===== src/rtl/hidden_requant.sv =====
// rtl/hidden_requant.sv - serial ReLU/round/shift/saturate requantiser between hidden and output layers
module hidden_requant #(
    parameter int HIDDEN_SIZE = 16,
    parameter int ACC_W       = 32,
    parameter int DATA_W      = 8,
    parameter int FRAC_SHIFT  = 8
) (
    input  logic                          clk,
    input  logic                          rst,
    input  logic [ACC_W*HIDDEN_SIZE-1:0]  acc_in_flat,
    input  logic                          acc_done,
    output logic [DATA_W*HIDDEN_SIZE-1:0] out_bus,
    output logic                          out_valid,
    input  logic                          out_ready,
    output logic                          busy,
    output logic                          overrun
);

    localparam int IDX_W = (HIDDEN_SIZE > 1) ? $clog2(HIDDEN_SIZE) : 1;
    localparam logic [IDX_W-1:0] LAST_IDX = IDX_W'(HIDDEN_SIZE - 1);
    localparam logic [ACC_W:0] RND = (FRAC_SHIFT == 0) ? '0 :
        ((ACC_W+1)'(1) << ((FRAC_SHIFT == 0) ? 0 : FRAC_SHIFT - 1));
    localparam logic [ACC_W:0] SAT_MAX = (ACC_W+1)'((64'd1 << (DATA_W - 1)) - 64'd1);

    localparam logic [1:0] S_IDLE = 2'd0;
    localparam logic [1:0] S_PROC = 2'd1;
    localparam logic [1:0] S_HOLD = 2'd2;

    logic [1:0]        state_q, state_d;
    logic [IDX_W-1:0]  idx_q, idx_d;
    logic              done_dly_q;
    logic              out_valid_q, out_valid_d;
    logic              overrun_q, overrun_d;
    logic [ACC_W-1:0]  acc_buf_q [HIDDEN_SIZE];
    logic [DATA_W-1:0] out_buf_q [HIDDEN_SIZE];

    logic done_rise, accept, capture, drop;

    assign done_rise = acc_done & ~done_dly_q;
    // Handshake only counts once out_valid is actually visible to the consumer.
    assign accept    = (state_q == S_HOLD) & out_valid_q & out_ready;
    assign capture   = done_rise & ((state_q == S_IDLE) | accept);
    assign drop      = done_rise & ~capture;

    always_comb begin
        state_d = state_q;
        idx_d   = idx_q;
        case (state_q)
            S_IDLE: begin
                if (capture) begin
                    state_d = S_PROC;
                    idx_d   = '0;
                end
            end
            S_PROC: begin
                idx_d = idx_q + 1'b1;
                if (idx_q == LAST_IDX) begin
                    state_d = S_HOLD;
                    idx_d   = '0;
                end
            end
            S_HOLD: begin
                if (accept) begin
                    state_d = capture ? S_PROC : S_IDLE;
                    idx_d   = '0;
                end
            end
            default: begin
                state_d = S_IDLE;
                idx_d   = '0;
            end
        endcase
    end

    assign out_valid_d = (state_q == S_HOLD) & ~accept;
    assign overrun_d   = overrun_q | drop;

    logic [ACC_W-1:0]  req_a;
    logic [ACC_W:0]    req_t;
    logic [DATA_W-1:0] req_r;

    // Only positive values reach the shift, so zero extension is exact.
    always_comb begin
        req_a = acc_buf_q[idx_q];
        req_t = ({1'b0, req_a} + RND) >> FRAC_SHIFT;
        if (req_a[ACC_W-1] || (req_a == '0)) begin
            req_r = '0;
        end else if (req_t > SAT_MAX) begin
            req_r = SAT_MAX[DATA_W-1:0];
        end else begin
            req_r = req_t[DATA_W-1:0];
        end
    end

    always_ff @(posedge clk or posedge rst) begin
        if (rst) begin
            state_q     <= S_IDLE;
            idx_q       <= '0;
            done_dly_q  <= 1'b0;
            out_valid_q <= 1'b0;
            overrun_q   <= 1'b0;
            for (int i = 0; i < HIDDEN_SIZE; i++) begin
                acc_buf_q[i] <= '0;
                out_buf_q[i] <= '0;
            end
        end else begin
            state_q     <= state_d;
            idx_q       <= idx_d;
            done_dly_q  <= acc_done;
            out_valid_q <= out_valid_d;
            overrun_q   <= overrun_d;
            if (capture) begin
                for (int i = 0; i < HIDDEN_SIZE; i++) begin
                    acc_buf_q[i] <= acc_in_flat[i*ACC_W +: ACC_W];
                end
            end
            if (state_q == S_PROC) begin
                out_buf_q[idx_q] <= req_r;
            end
        end
    end

    for (genvar g = 0; g < HIDDEN_SIZE; g++) begin : g_bus
        assign out_bus[g*DATA_W +: DATA_W] = out_buf_q[g];
    end

    assign out_valid = out_valid_q;
    assign busy      = (state_q != S_IDLE);
    assign overrun   = overrun_q;

endmodule


===== config.mk =====
export PLATFORM = sky130hd
export DESIGN_NAME = hidden_requant
export DESIGN_NICKNAME = d
export VERILOG_FILES = /design/src/rtl/hidden_requant.sv
export SDC_FILE = /design/constraint.sdc
export NUM_CORES = 1
export LEC_CHECK = 0
export CAP_MARGIN = 20
export CELL_PAD_IN_SITES_DETAIL_PLACEMENT = 0
export CELL_PAD_IN_SITES_GLOBAL_PLACEMENT = 2
export CORE_ASPECT_RATIO = 1.25
export CORE_MARGIN = 1.5
export CORE_UTILIZATION = 30
export CTS_BUF_LIST = sky130_fd_sc_hd__clkbuf_2
export DETAILED_ROUTE_END_ITERATION = 16
export PLACE_DENSITY_LB_ADDON = 0.1
export SLEW_MARGIN = 30
export SYNTH_ARGS = -nofsm -noshare
export SYNTH_HDL_FRONTEND = slang
export SYNTH_SLANG_ARGS = --single-unit

===== constraint.sdc =====
create_clock -name clk -period 25 [get_ports clk]
set_input_delay 2.5 -clock clk [delete_from_list [all_inputs] [get_ports clk]]
set_output_delay 2.5 -clock clk [all_outputs]
set_load 0.02 [all_outputs]

==> qor.yml, run 1 <==
logic_synthesis:
  synth_seq_cells: 649
  ys_dominant_reg_cell: "dfrtp_1"
  ys_seq_area_share_pct: 55.04
  synth_top_area_share_pct: 55.04
  ys_warn_count: 0
  synth_edf_count: 0
  synth_area_per_cell_um2: 14.34
  synth_fp_nets: 2578
  synth_top_area_cell: "dfrtp_1"
  async_flop_share_pct: 100.0
  synth_cell_types: 56
  synth_area_um2: 29510
  synthTopCellsByArea: "dfrtp_1 55%, mux2_2 20%, mux4_2 8.0%"
  synth_cells: 2057
die:
  die_h_um: 353.6
  start_util_pct: 30.25
  ios: 647
  die_x_um: 283.5
  num_rows: 128
  dieArea_um2: 100300
  coreArea_um2: 97530
critical_path:
  r2r_setup_slack_ns: 18.59
  max_stage_delay_ns: 0.86
  path_buf_inv: 3
  crit_path_top_delay_cell: "nor4_1"
  crit_cells: 12
  critPathKind: "reg2reg"
  crit_chain: "buf_4, buf_4, mux4_2, a22oi_1, nand2_1, nand4_1, nor4_1, a32oi_1, nor4_1, and4_4, buf_6, a31oi_2"
  crit_fanout: 59
  endpoint_kind: "register"
  critical_path_required_ns: 26.13
  regToRegEndpoint: "out_bus[120]"
  crit_start: "idx_q[0]"
  r2r_start: "idx_q[0]"
  crit_family: "simple AND/OR/NAND/NOR gates"
  rr_worst_depth: 12
  cp-start-kind: "register"
  critPathCapture: "out_bus[120]"
  crit_arrival_ns: 7.54
global_routing:
  grt_max_degree: 169
  grt_pass1_vias: 22450
  grt_overflow_total: 0
  grt_pass1_wl_mm: 155.2
  antenna_found_initial: 51
  grt_use_total_pct: 21.25
clock_tree:
  htreeDepth: 4
  clk_latency_ns: 1.39
  cts_resized: 0
  clk_path_buf_depth: 3
  cts_inserted_buffers: 173
  cts_tree: "done"
  cts_sinks: 649
  hold_buffers: 0
  cts_setup_buffers: 0
  root_buffer: "clkbuf_2"
  clk_pin_slew_ns: 0.10
layout:
  area_growth_pct: 31.67
  drive_gt1_share_pct: 35.17
  layout.cells.non_filler: 4204
  finalNetCount: 3285
power_and_ir_drop:
  switchingPower_mw: 1.985
  p_leak_nw: 15.56
  clockPowerShare_pct: 15.5
  p_sw_share_pct: 40.28
  p_comb_share_pct: 46.3
  power_frac_seq_pct: 38.3
  ir_worst_vdd_v: 0.0001117
  internal_power_mw: 2.944
  power_density_nw_per_um2: 126.9
drt:
  drt_iter0_drc: 944
  vias: 20640
  wirelength_mm: 106.8
  dr.pass1.iters: 5
  antenna_left: 0
  via_per_inst: 4.910
  post_drt_wl_per_cell_um: 25.40
  drc: 0
timing:
  tightestPinTransition_ns: 1.083
  final-hold-violation-count: 0
  fin_crit_sh_pct: 25.65
  drv_slew: 0
  tns_ns: 0
  fin_crit_ns: 6.413
  grt_setup_unrepaired: "no"
  relSlewSlack_pct: 27.82
  skew_ns: 0.1710
  setup_viol: 0
  fmax_mhz: 155.9
flow_run:
  maxCapViolCount: 0
place:
  place.gp.congestion: 0.7823
  dp_cells: 3886
  dp_hpwl_mm: 78.53
  io_buffers: 646
min_path:
  hold_class: "reg2reg"
status:
  status: "completed"
[power by group through the flow]
stage	sequential [mW]	combinational, mW	clock [mW]
after floorplan	1.87	1.38	0
after global placement	1.90	2.28	0
after detailed placement	1.92	2.32	0
after CTS	1.90	2.33	0.804
after global routing	1.96	2.45	0.860
final	1.89	2.28	0.762
[cells by family after synthesis]
kind of cell             share of synthesized area, %
flip-flops                                      55.04
multiplexers                                    27.72
AND/OR/NAND/NOR                                 5.763
XOR/XNOR                                       0.3562
adder cells (fa/ha/maj)                        0.2120
buffers and inverters                           2.977
AO/OA/AOI/OAI                                   7.926
[routing by layer]
layer  GRT usage (%)  vias up  part of all wire, %
li1                -     9202                    -
met1           23.42    10510                   37
met2           38.06      653                   53
met3           7.023      209                  6.8
met4           7.401       66                  2.9
met5               0        -                 0.38
[cell usage in the layout, fill, tap and decap left out, types with 5 or more instances in the layout]
master,count
clkdlybuf4s50_1,646
nand3_1,8
a21oi_1,5
and3_1,9
buf_4,21
a31oi_2,80
nor2b_1,5
or4_1,8
ha_1,5
buf_6,6
o21ai_0,118
mux2_2,512
nor3_1,13
mux4_2,105
nor2_1,42
clkinv_1,42
inv_1,5
nand4_1,6
dfrtp_1,647
and2_1,101
nor4_1,26
clkbuf_2,247
diode_2,12
nand2_1,69
a31oi_1,36
nand2b_1,5
mux2i_1,5
a22oi_1,36
[cell type report]
type                            instances  area [µm²]
Fill cell                            9326       58680
Sequential cell                       649       16250
Multi-Input combinational cell       1254       12500
Timing Repair Buffer                  680        6862
Tap cell                             1300        1627
Clock buffer                          247        1236
Clock inverter                         56       317.8
Inverter                                6       30.03
Antenna cell                           12       30.03
[cells in the mapped netlist (all sizes together) (2+ instances only)]
| cell type | count |
|---|---|
| nor2b | 7 |
| o21ai | 118 |
| a22o | 3 |
| a22oi | 38 |
| a211oi | 3 |
| nand2 | 70 |
| nor3b | 2 |
| mux2 | 512 |
| or4b | 3 |
| a21oi | 5 |
| and3 | 9 |
| buf | 54 |
| nor4 | 27 |
| mux4 | 105 |
| xnor2 | 6 |
| nand3 | 8 |
| nor3 | 15 |
| a221oi | 2 |
| nand4 | 6 |
| and4 | 4 |
| or3 | 2 |
| a21boi | 2 |
| a31oi | 116 |
| o211ai | 4 |
| nand2b | 5 |
| or4 | 8 |
| ha | 5 |
| xor2 | 6 |
| inv | 6 |
| and2 | 102 |
| nor2 | 43 |
| mux2i | 5 |
| clkbuf | 94 |
| dfrtp | 649 |
[sequential cells by signal, summed over array words and instances (netlist names)]
| signal | cells |
|---|---|
| acc_buf_q | 512 |
| out_bus | 128 |
| idx_q | 4 |
| state_q | 2 |
| done_dly_q | 1 |
| out_valid | 1 |
| overrun | 1 |
[metrics by stage]
stage               cell area (µm²)  worst slack, ns  util, %  total power, mW  hold WS [ns]
floorplan                     29510            4.316        -            3.254        0.4725
global placement              37130            18.28    38.07            4.182        0.4633
detailed placement            37170            18.27    38.11            4.241        0.4677
CTS                           38730            18.25    39.71            5.029        0.4944
global route                  38850            18.08    39.83            5.263        0.5095
finish                        38850            18.59    39.83            4.929        0.4867
[worst min path at each step]
stage	start	endpoint	slack [ns]	cells past startpoint
floorplan	acc_buf_q[195]	acc_buf_q[195]	0.47	1
global placement	overrun	overrun	0.46	1
detailed placement	overrun	overrun	0.47	1
CTS	overrun	overrun	0.49	1
global route	out_bus[127]	out_bus[127]	0.51	1
finish	overrun	overrun	0.49	1
(Power assumes the default switching activity.)
==> inputs of run 2 (changes only) <==
- clock period: 25 -> 5.5 ns (I/O delays scaled with it)
==> qor.yml, run 2 (synthesis results as in run 1) <==
global_routing:
  grt_pass1_vias: 25000  # +11%
  grt_use_total_pct: 21.53  # +0.28 points
  grt_max_degree: 179  # +5.9%
  grt_overflow_total: 0  # unchanged
  grt_pass1_wl_mm: 160.5  # +3.4%
  antenna_found_initial: 34  # -33%
clock_tree:
  cts_resized: 0  # unchanged
  clk_latency_ns: 1.36  # -0.03 ns
  hold_buffers: 516  # +516
  cts_setup_buffers: 0  # unchanged
  htreeDepth: 4  # unchanged
  clk_pin_slew_ns: 0.11  # about the same
  root_buffer: "clkbuf_2"
  cts_inserted_buffers: 175  # +1.2%
  clk_path_buf_depth: 3  # unchanged
  cts_sinks: 649  # unchanged
  cts_tree: "done"
power_and_ir_drop:
  power_frac_seq_pct: 37.2  # -1.1 points
  internal_power_mw: 13.75  # +370%
  p_leak_nw: 17.88  # +15%
  power_density_nw_per_um2: 516.7  # +310%
  p_sw_share_pct: 39.91  # -0.37 points
  clockPowerShare_pct: 15.3  # -0.2 points
  p_comb_share_pct: 47.5  # +1.2 points
  switchingPower_mw: 9.134  # +360%
  ir_worst_vdd_v: 0.0004481  # +300%
drt:
  dr.pass1.iters: 5  # unchanged
  top_layer: "met5"
  vias: 22590  # +9.4%
  drt_iter0_drc: 1169  # +24%
  met2_length_mm: 57.20  # +1.6%
  drc: 0  # unchanged
  met1_length_mm: 42.01  # +5.5%
  wirelength_mm: 107.8  # +0.96%
  via_per_inst: 4.750  # -3.3%
  antenna_left: 0  # unchanged
  post_drt_wl_per_cell_um: 22.67  # -11%
  dr_wl_met3_mm: 5.426  # -25%
timing:
  final-hold-violation-count: 0  # unchanged
  relSlewSlack_pct: 32.38  # +4.6 points
  skew_ns: 0.1097  # -0.06134 ns
  setup_viol: 0  # unchanged
  grt_setup_unrepaired: "no"
  fin_crit_ns: 4.791  # -1.623 ns
  fmax_mhz: 208.7  # +34%
  tightestPinTransition_ns: 1.014  # -0.06832 ns
  holdWs_ns: 0.3489  # -0.1377 ns
  fin_crit_sh_pct: 87.10  # +61 points
  tns_ns: 0  # unchanged
  drv_slew: 0  # unchanged
min_path:
  hp-start: "acc_in_flat[378]"
  hold_end: "acc_buf_q[154]"
  hold_class: "in2reg"
  hold_depth: 3  # +2
die:
  dieArea_um2: 100300  # unchanged
  die_x_um: 283.5  # unchanged
  ios: 647  # unchanged
  die_h_um: 353.6  # unchanged
  coreArea_um2: 97530  # unchanged
  start_util_pct: 30.25  # unchanged
  num_rows: 128  # unchanged
critical_path:
  endpoint_kind: "register"
  critPathKind: "reg2reg"
  cp-start-kind: "register"
  r2r_start: "idx_q[0]"
  crit_fanout: 27  # -54%
  critical_path_required_ns: 6.63  # -19.50 ns
  crit_arrival_ns: 5.92  # -1.62 ns
  r2r_setup_slack_ns: 0.71  # -17.88 ns
  regToRegEndpoint: "out_bus[68]"
  rr_worst_depth: 12  # unchanged
place:
  dp_cells: 3910  # +0.62%
  place.gp.congestion: 0.7979  # +2.0%
  io_buffers: 646  # unchanged
  dp_hpwl_mm: 78.27  # -0.33%
layout:
  layout.cells.non_filler: 4756  # +13%
  largest_register_ffs: 512  # unchanged
  finalNetCount: 3826  # +16%
  drive_gt1_share_pct: 30.89  # -4.3 points
  layout_common_cells: "647 x dfrtp_1, 646 x clkdlybuf4s50_1, 516 x dlygate4sd3_1"
  area_growth_pct: 50.11
  top_register: "acc_buf_q"
  final_common_cell: "dfrtp_1"
status:
  status: "completed"
flow_run:
  maxCapViolCount: 0  # unchanged
run 2: changes by cell type in the layout (fill, tap and decap cells not counted), moves of 2 or more:
cell	previous run	this run
dlygate4sd3_1	0	516
buf_6	6	0
buf_16	4	2
buf_4	21	39
clkinvlp_4	2	5
diode_2	12	25
buf_12	3	16
inv_2	4	0
clkinv_1	42	23
xnor2_4	3	0
clkbuf_2	247	269
xnor2_2	0	3
run 2: worst max-delay path by stage:
stage	endpoint	startpoint
6_report	out_bus[68]	idx_q[0]
5_1_grt	out_bus[21]	idx_q[0]
2_1_floorplan	acc_buf_q[0]	rst
3_5_place_dp	out_bus[83]	idx_q[0]
4_1_cts	out_bus[68]	idx_q[0]
3_3_place_gp	out_bus[109]	idx_q[1]
run 2: critical path, cell delays in order, from the launching register on:
cell	delay [ns]
dfrtp_4	0.81
buf_4	0.42
mux4_2	0.57
a22oi_1	0.39
nand2_1	0.24
nand4_1	0.31
nor4_1	0.11
buf_4	0.17
a211oi_1	0.26
a31oi_1	0.10
nor3_2	0.63
buf_4	0.41
a31oi_2	0.13
run 2: area by class of cell:
class | instances | area [µm²]
fillers | 8972 | 53240
clock inverters | 34 | 216.5
clock buffers | 269 | 1346
multi-input cells | 1254 | 12460
diodes | 25 | 62.56
well taps | 1300 | 1627
inverters | 6 | 26.28
flip-flops and latches | 649 | 16250
repair buffers | 1219 | 12300
run 2: power groups by stage:
stage	Combinational, mW	Sequential (mW)	Clock (mW)
4_1_cts	11.1	8.56	3.70
3_5_place_dp	10.8	8.66	0
2_1_floorplan	6.29	8.51	0
6_report	10.9	8.52	3.49
5_1_grt	11.7	8.85	3.96
3_3_place_gp	10.6	8.55	0
run 2: through the flow:
stage / util (%) / setup slack, ns / power, mW / instance area (µm²)
finish: 45.41 / 0.7094 / 22.89 / 44290
global route: 45.41 / 0.2841 / 24.50 / 44290
CTS: 45.29 / 0.6675 / 23.40 / 44170
detailed placement: 38.39 / 0.6940 / 19.44 / 37440
global placement: 38.39 / 0.5523 / 19.18 / 37440
floorplan: - / -3.919 / 14.79 / 29510
run 2: metal layers:
| layer | global-route usage (%) | vias up |
|---|---|---|
| met1 | 24.53 | 11400 |
| met2 | 39.14 | 679 |
| met3 | 5.000 | 199 |
| met5 | 0 | - |
| met4 | 7.690 | 20 |
| li1 | - | 10300 |
